**src/rtl/fetch_sequencer.sv**
```systemverilog
// Instruction fetch/decode/execute sequencer driving an external program counter.
// Optional feature macro: FETCH_BRANCH_EN enables relative JUMP and JZ opcodes.
module fetch_sequencer (
    input  logic              clk,
    input  logic              clr,
    input  logic [15:0]       rom_data,
    input  logic              exec_ready,
    input  logic              zero,
    output logic signed [7:0] up,
    output logic              pc_clr,
    output logic              rom_rd,
    output logic [15:0]       ir,
    output logic              exec_valid,
    output logic              halted,
    output logic [2:0]        state
);

    localparam int unsigned OP_W = 4;
    localparam logic [OP_W-1:0] OP_HALT = 4'b0101;
`ifdef FETCH_BRANCH_EN
    localparam logic [OP_W-1:0] OP_JUMP = 4'b0110;
    localparam logic [OP_W-1:0] OP_JZ   = 4'b0111;
`endif

    typedef enum logic [2:0] {
        S_INIT   = 3'd0,
        S_FETCH  = 3'd1,
        S_DECODE = 3'd2,
        S_EXEC   = 3'd3,
        S_HALT   = 3'd4
    } state_t;

    state_t          cur_state;
    state_t          nxt_state;
    logic [15:0]     ir_nxt;
    logic [OP_W-1:0] opcode;

    assign state  = 3'(cur_state);
    assign opcode = ir[15:12];

`ifndef FETCH_BRANCH_EN
    logic unused_zero;
    assign unused_zero = zero;
`endif

    // Next state, ir load and the single-cycle pc increment on accept.
    // INIT stays one extra cycle after reset so pc_clr is seen by the counter.
    always_comb begin
        nxt_state = cur_state;
        ir_nxt    = ir;
        up        = 8'sd0;
        case (cur_state)
            S_INIT:   nxt_state = pc_clr ? S_FETCH : S_INIT;
            S_FETCH:  nxt_state = S_DECODE;
            S_DECODE: begin
                ir_nxt    = rom_data;
                nxt_state = S_EXEC;
            end
            S_EXEC: begin
                if (exec_ready) begin
                    if (opcode == OP_HALT) begin
                        nxt_state = S_HALT;
                    end else begin
                        nxt_state = S_FETCH;
                        up        = 8'sd1;
`ifdef FETCH_BRANCH_EN
                        if (opcode == OP_JUMP || (opcode == OP_JZ && zero))
                            up = signed'(ir[7:0]);
`endif
                    end
                end
            end
            S_HALT:   nxt_state = S_HALT;
            default:  nxt_state = S_INIT;
        endcase
    end

    // State register; strobes are registered to line up with the state they decode.
    always_ff @(posedge clk or posedge clr) begin
        if (clr) begin
            cur_state  <= S_INIT;
            ir         <= 16'd0;
            pc_clr     <= 1'b0;
            rom_rd     <= 1'b0;
            exec_valid <= 1'b0;
            halted     <= 1'b0;
        end else begin
            cur_state  <= nxt_state;
            ir         <= ir_nxt;
            pc_clr     <= (nxt_state == S_INIT);
            rom_rd     <= (nxt_state == S_FETCH);
            exec_valid <= (nxt_state == S_EXEC);
            halted     <= (nxt_state == S_HALT);
        end
    end

endmodule

```
**config.mk**
```make
export PLATFORM = sky130hd
export DESIGN_NAME = fetch_sequencer
export DESIGN_NICKNAME = d
export VERILOG_FILES = /design/src/rtl/fetch_sequencer.sv
export SDC_FILE = /design/constraint.sdc
export NUM_CORES = 1
export LEC_CHECK = 0
export ABC_AREA = 1
export CORE_UTILIZATION = 42
export DETAILED_ROUTE_END_ITERATION = 8
export GPL_TIMING_DRIVEN = 0
export PLACE_DENSITY_LB_ADDON = 0.12
export SLEW_MARGIN = 20
export SYNTH_ARGS = -nofsm -noshare
export SYNTH_HDL_FRONTEND = slang
export SYNTH_SLANG_ARGS = --single-unit
```
**constraint.sdc**
```tcl
create_clock -name clk -period 3.18 [get_ports clk]
set_input_delay 0.636 -clock clk [delete_from_list [all_inputs] [get_ports clk]]
set_output_delay 0.636 -clock clk [all_outputs]
set_load 0.005 [all_outputs]
```
# After elaboration in Yosys (flattened, before gate mapping)
# Cells that the tools add are included.
[word_totals] register_bits=23 inputBits=20 output_inout_bits=31 wordCells=23
[classes] eq_ne=8 muxes=7 reduce_logical=2
[op_table] operator="one-hot mux 3 bit (5 select lines)" count=1
[op_table] operator="equality test 3 x 2 -> 1 bit, second input constant" count=3
[op_table] operator="equality test 3 x 1 -> 1 bit, second input constant" count=2
[op_table] operator="equality test 3 bit, second input constant" count=2
[op_table] operator="zero test 3 bit" count=2
[op_table] operator="two-way mux 3 bit" count=2
[op_table] operator="equality test 4 x 3 -> 1 bit, second input constant" count=1
[op_table] operator="two-way mux 1 bit" count=4

# Longest topological paths before layout
[logic_depth] depth_word=5 ltp_mapped=6 ltp_nobuf=6

# Worst setup path before layout
# OpenSTA, ideal clock, no wires.
[synth_path] path_kind="input to output" startpoint="in exec_ready" endpoint="out up[0]" arrival_time_ps=848 required_ps=2544 slack_ps=1696 stages=2 path_buffers=0 path_cell_list="nand2_1 a21oi_1"
[synth_between] elab_chain_len=2
[synth_lines] item="start: declaration" line_no="7" rtl="input logic exec_ready,"
[synth_lines] item="two-way mux 1 bit" line_no="60" rtl="if (exec_ready) begin"
[synth_lines] item="two-way mux 1 bit" line_no="52" rtl="case (cur_state)"
[synth_lines] item="end: declaration" line_no="9" rtl="output logic signed [7:0] up,"
# No other way between the ends.

# Final worst setup path
# Same ends and word-level chain as after synthesis.

==> flow_metrics.py <==
metrics = {
    "floorplanning": {
        "io_pins": 51,
        "start_util": 0.4523,
        "rows": 17,
        "dieArea_um2": 2629,
        "core_um2": 2255,
        "dieHeight_um": 51.28,
        "die_w_um": 51.28,
    },
    "timing": {
        "slew_headroom": 0.4347,
        "timing.final.max_slew_violations": 0,
        "fin_tns_setup_ns": 0,
        "rsz0062_at_grt": "no",
        "hold_viol_final": 0,
        "fmax_mhz": 397.2,
        "period_minus_slack_ns": 2.518,
        "finalCritPeriodShare": 0.7918,
        "setup_viol_count_final": 0,
        "tightest_slew_ns": 0.8470,
        "fin_skew_ns": 0.003345,
    },
    "power_and_ir_drop": {
        "powerDensity_nw_per_um2": 883.6,
        "clkPwrFrac": 0.099,
        "p_sw_uw": 492.7,
        "seqPwrFrac": 0.377,
        "power_frac_comb": 0.524,
        "ir_drop_uv": 527.7,
        "total_power_uw": 1347,
        "p_int_uw": 853.8,
        "p_leak_uw": 0.0007691,
        "p_sw_frac": 0.3659,
    },
    "clock_tree": {
        "postCtsSetupBuffers": 0,
        "hold_buffers": 0,
        "post_cts_resized": 0,
        "cts_max_level": 1,
        "cts_tree": "yes",
        "cts_root_buffer": "clkbuf_4",
        "ctsLongestPathBuffers": 2,
        "clkTransAtPathRegs_ns": 0.13,
        "cts_inserted_buffers": 3,
        "clk_latency_ns": 0.30,
        "cts_sinks": 23,
    },
    "synthesis": {
        "syn_area_per_cell_um2": 9.105,
        "yosysSeqAreaShare": 0.5644,
        "synth_cell_types": 15,
        "synth_cells": 112,
        "synth_warnings": 0,
        "netlist_area_um2": 1020,
        "synth_seq_cells": 23,
    },
    "drt": {
        "drt_iter0_markers": 23,
        "drc": 0,
        "avgViaCountPerCell": 4.599,
        "vias": 883,
        "drtAntennaViolNets": 0,
        "drt-total-wl_mm": 2.148,
        "firstDrtPassIters": 4,
        "routedWlPerCell_um": 11.19,
    },
    "worst_setup_path": {
        "cp.depth": 4,
        "rr_worst_depth": 5,
        "path_max_fanout": 3,
        "cpMostUsedCell": "clkdlybuf4s50_1",
        "path_cells": "clkdlybuf4s50_1 > nand2_1 > a21oi_1 > clkdlybuf4s50_1",
        "cp-start-kind": "input port",
        "cp.arrival_ns": 1.88,
        "crit_slowest_cell": "clkdlybuf4s50_1",
        "crit_path_end_kind": "output pin",
        "path_delay_family": "buffers and inverters",
        "worstPathBufferInverterCount": 2,
        "max_stage_delay_ns": 0.51,
        "required_ns": 2.54,
        "worstSetupPathType": "in -> out",
    },
    "grt": {
        "grt_overflow": 0,
        "grt_pass1_wl_mm": 3.450,
        "grt_pass1_vias": 778,
        "gr-usage-all-layers": 0.1770,
        "antenna_found_initial": 0,
        "grt_max_degree": 24,
    },
    "run": {
        "cap_violations": 0,
    },
    "placed_design": {
        "dpl-instance-area_um2": 1498,
        "place.gp.congestion": 0.7285,
        "hpwl_mm": 1.587,
        "dp.cells": 188,
        "port_buffers": 42,
    },
    "cells_and_area": {
        "antennaDiodeCount": 0,
        "layout-drive-gt1-share": 0.1220,
        "finalNonFillerCells": 192,
        "final_core_utilization": 0.6759,
        "syn_to_final_growth_pct": 49.45,
        "fin_nets": 185,
        "stdcell_area_um2": 1524,
    },
    "hold_path": {
        "hold_class": "reg -> reg",
        "hold_depth": 2,
    },
    "outcome": {
        "outcome": "finished clean",
    },
}
layer usage:
| layer | vias up | part of all wire | routed length [µm] | global-route usage |
|---|---|---|---|---|
| met5 | - | 0 | 0 | 0 |
| li1 | 444 | - | - | - |
| met3 | 2 | 0.062 | 133 | 0.02976 |
| met1 | 407 | 0.46 | 996 | 0.2376 |
| met2 | 30 | 0.47 | 1003 | 0.2851 |
| met4 | 0 | 0.0065 | 14 | 0.06757 |
synth_stat cells (all sizes together):
| cell | n | area share |
|---|---|---|
| o21ai | 3 | 0.022 |
| conb | 1 | 0.0037 |
| inv | 6 | 0.022 |
| nand2 | 40 | 0.15 |
| buf | 11 | 0.088 |
| nand3 | 21 | 0.11 |
| dfrtp | 23 | 0.56 |
| nor2 | 4 | 0.022 |
| a21oi | 3 | 0.015 |
worst register-to-register path: stages (launching register included):
cell	delay, ns
dfrtp_1	0.47
nor2_4	0.27
nand2_4	0.12
buf_6	0.16
nand2_1	0.05
nand2_1	0.05
cell type report:
cell class	instances	area [µm²]
tap	28	35.03
multi-input combinational	78	354.1
inverter	6	22.52
timing repair buffer	42	420.4
fill	191	730.7
sequential	23	575.6
clock buffer	4	26.28
buffer	11	90.09
power groups by stage:
stage / combinational [µW] / sequential (µW) / clock [µW]
2_1_floorplan: 342 / 521 / 0
3_3_place_gp: 697 / 507 / 0
3_5_place_dp: 711 / 513 / 0
4_1_cts: 713 / 507 / 136
5_1_grt: 793 / 524 / 145
6_report: 706 / 507 / 134
flip-flops by register name, indices dropped and copies added, names as in the netlist:
register,cells
pc_clr,1
ir,16
exec_valid,1
rom_rd,1
state,3
halted,1
through the flow:
stage / hold WS [ns] / setup WS [ns]
2_1_floorplan: 0.4650 / 1.696
3_3_place_gp: 0.4525 / 0.6690
3_5_place_dp: 0.4574 / 0.6704
4_1_cts: 0.4874 / 0.6561
5_1_grt: 0.5127 / 0.5384
6_report: 0.4832 / 0.6622
cells in the final DEF (no fill, tap or decap):
cell,Yosys,routed
clkdlybuf4s50_1,0,42
nand2_1,39,39
dfrtp_1,23,23
nand3_1,20,20
buf_4,9,9
conb_1,1,7
inv_1,5,5
nor2_1,3,3
a21oi_1,3,3
clkbuf_4,0,3
buf_6,2,2
o21ai_2,2,2
nor2_4,1,1
nand2_4,1,1
nand3_2,1,1
inv_2,1,1
o21ai_0,1,1
clkbuf_1,0,1
logic make-up (layout without fill, tap and decap cells):
| group | Yosys count | after routing | share of synthesized area |
|---|---|---|---|
| buf+inv | 17 | 63 | 0.1104 |
| compound gates | 6 | 6 | 0.03680 |
| simple gates | 65 | 65 | 0.2847 |
| other cells | 1 | 7 | 0.003677 |
| flops | 23 | 23 | 0.5644 |
worst paths after layout:
check | from | end | slack, ns
worst max-delay path | exec_ready | up[0] | 0.66
worst min-delay path | ir[6] | ir[6] | 0.48
min in group asynchronous | clr | ir[8] | 0.80
max in group asynchronous | clr | ir[13] | 1.86
worst min register to register | ir[6] | ir[6] | 0.48
worst max register to register | state[2] | ir[12] | 1.95
Power figures use the tool's default switching activity.
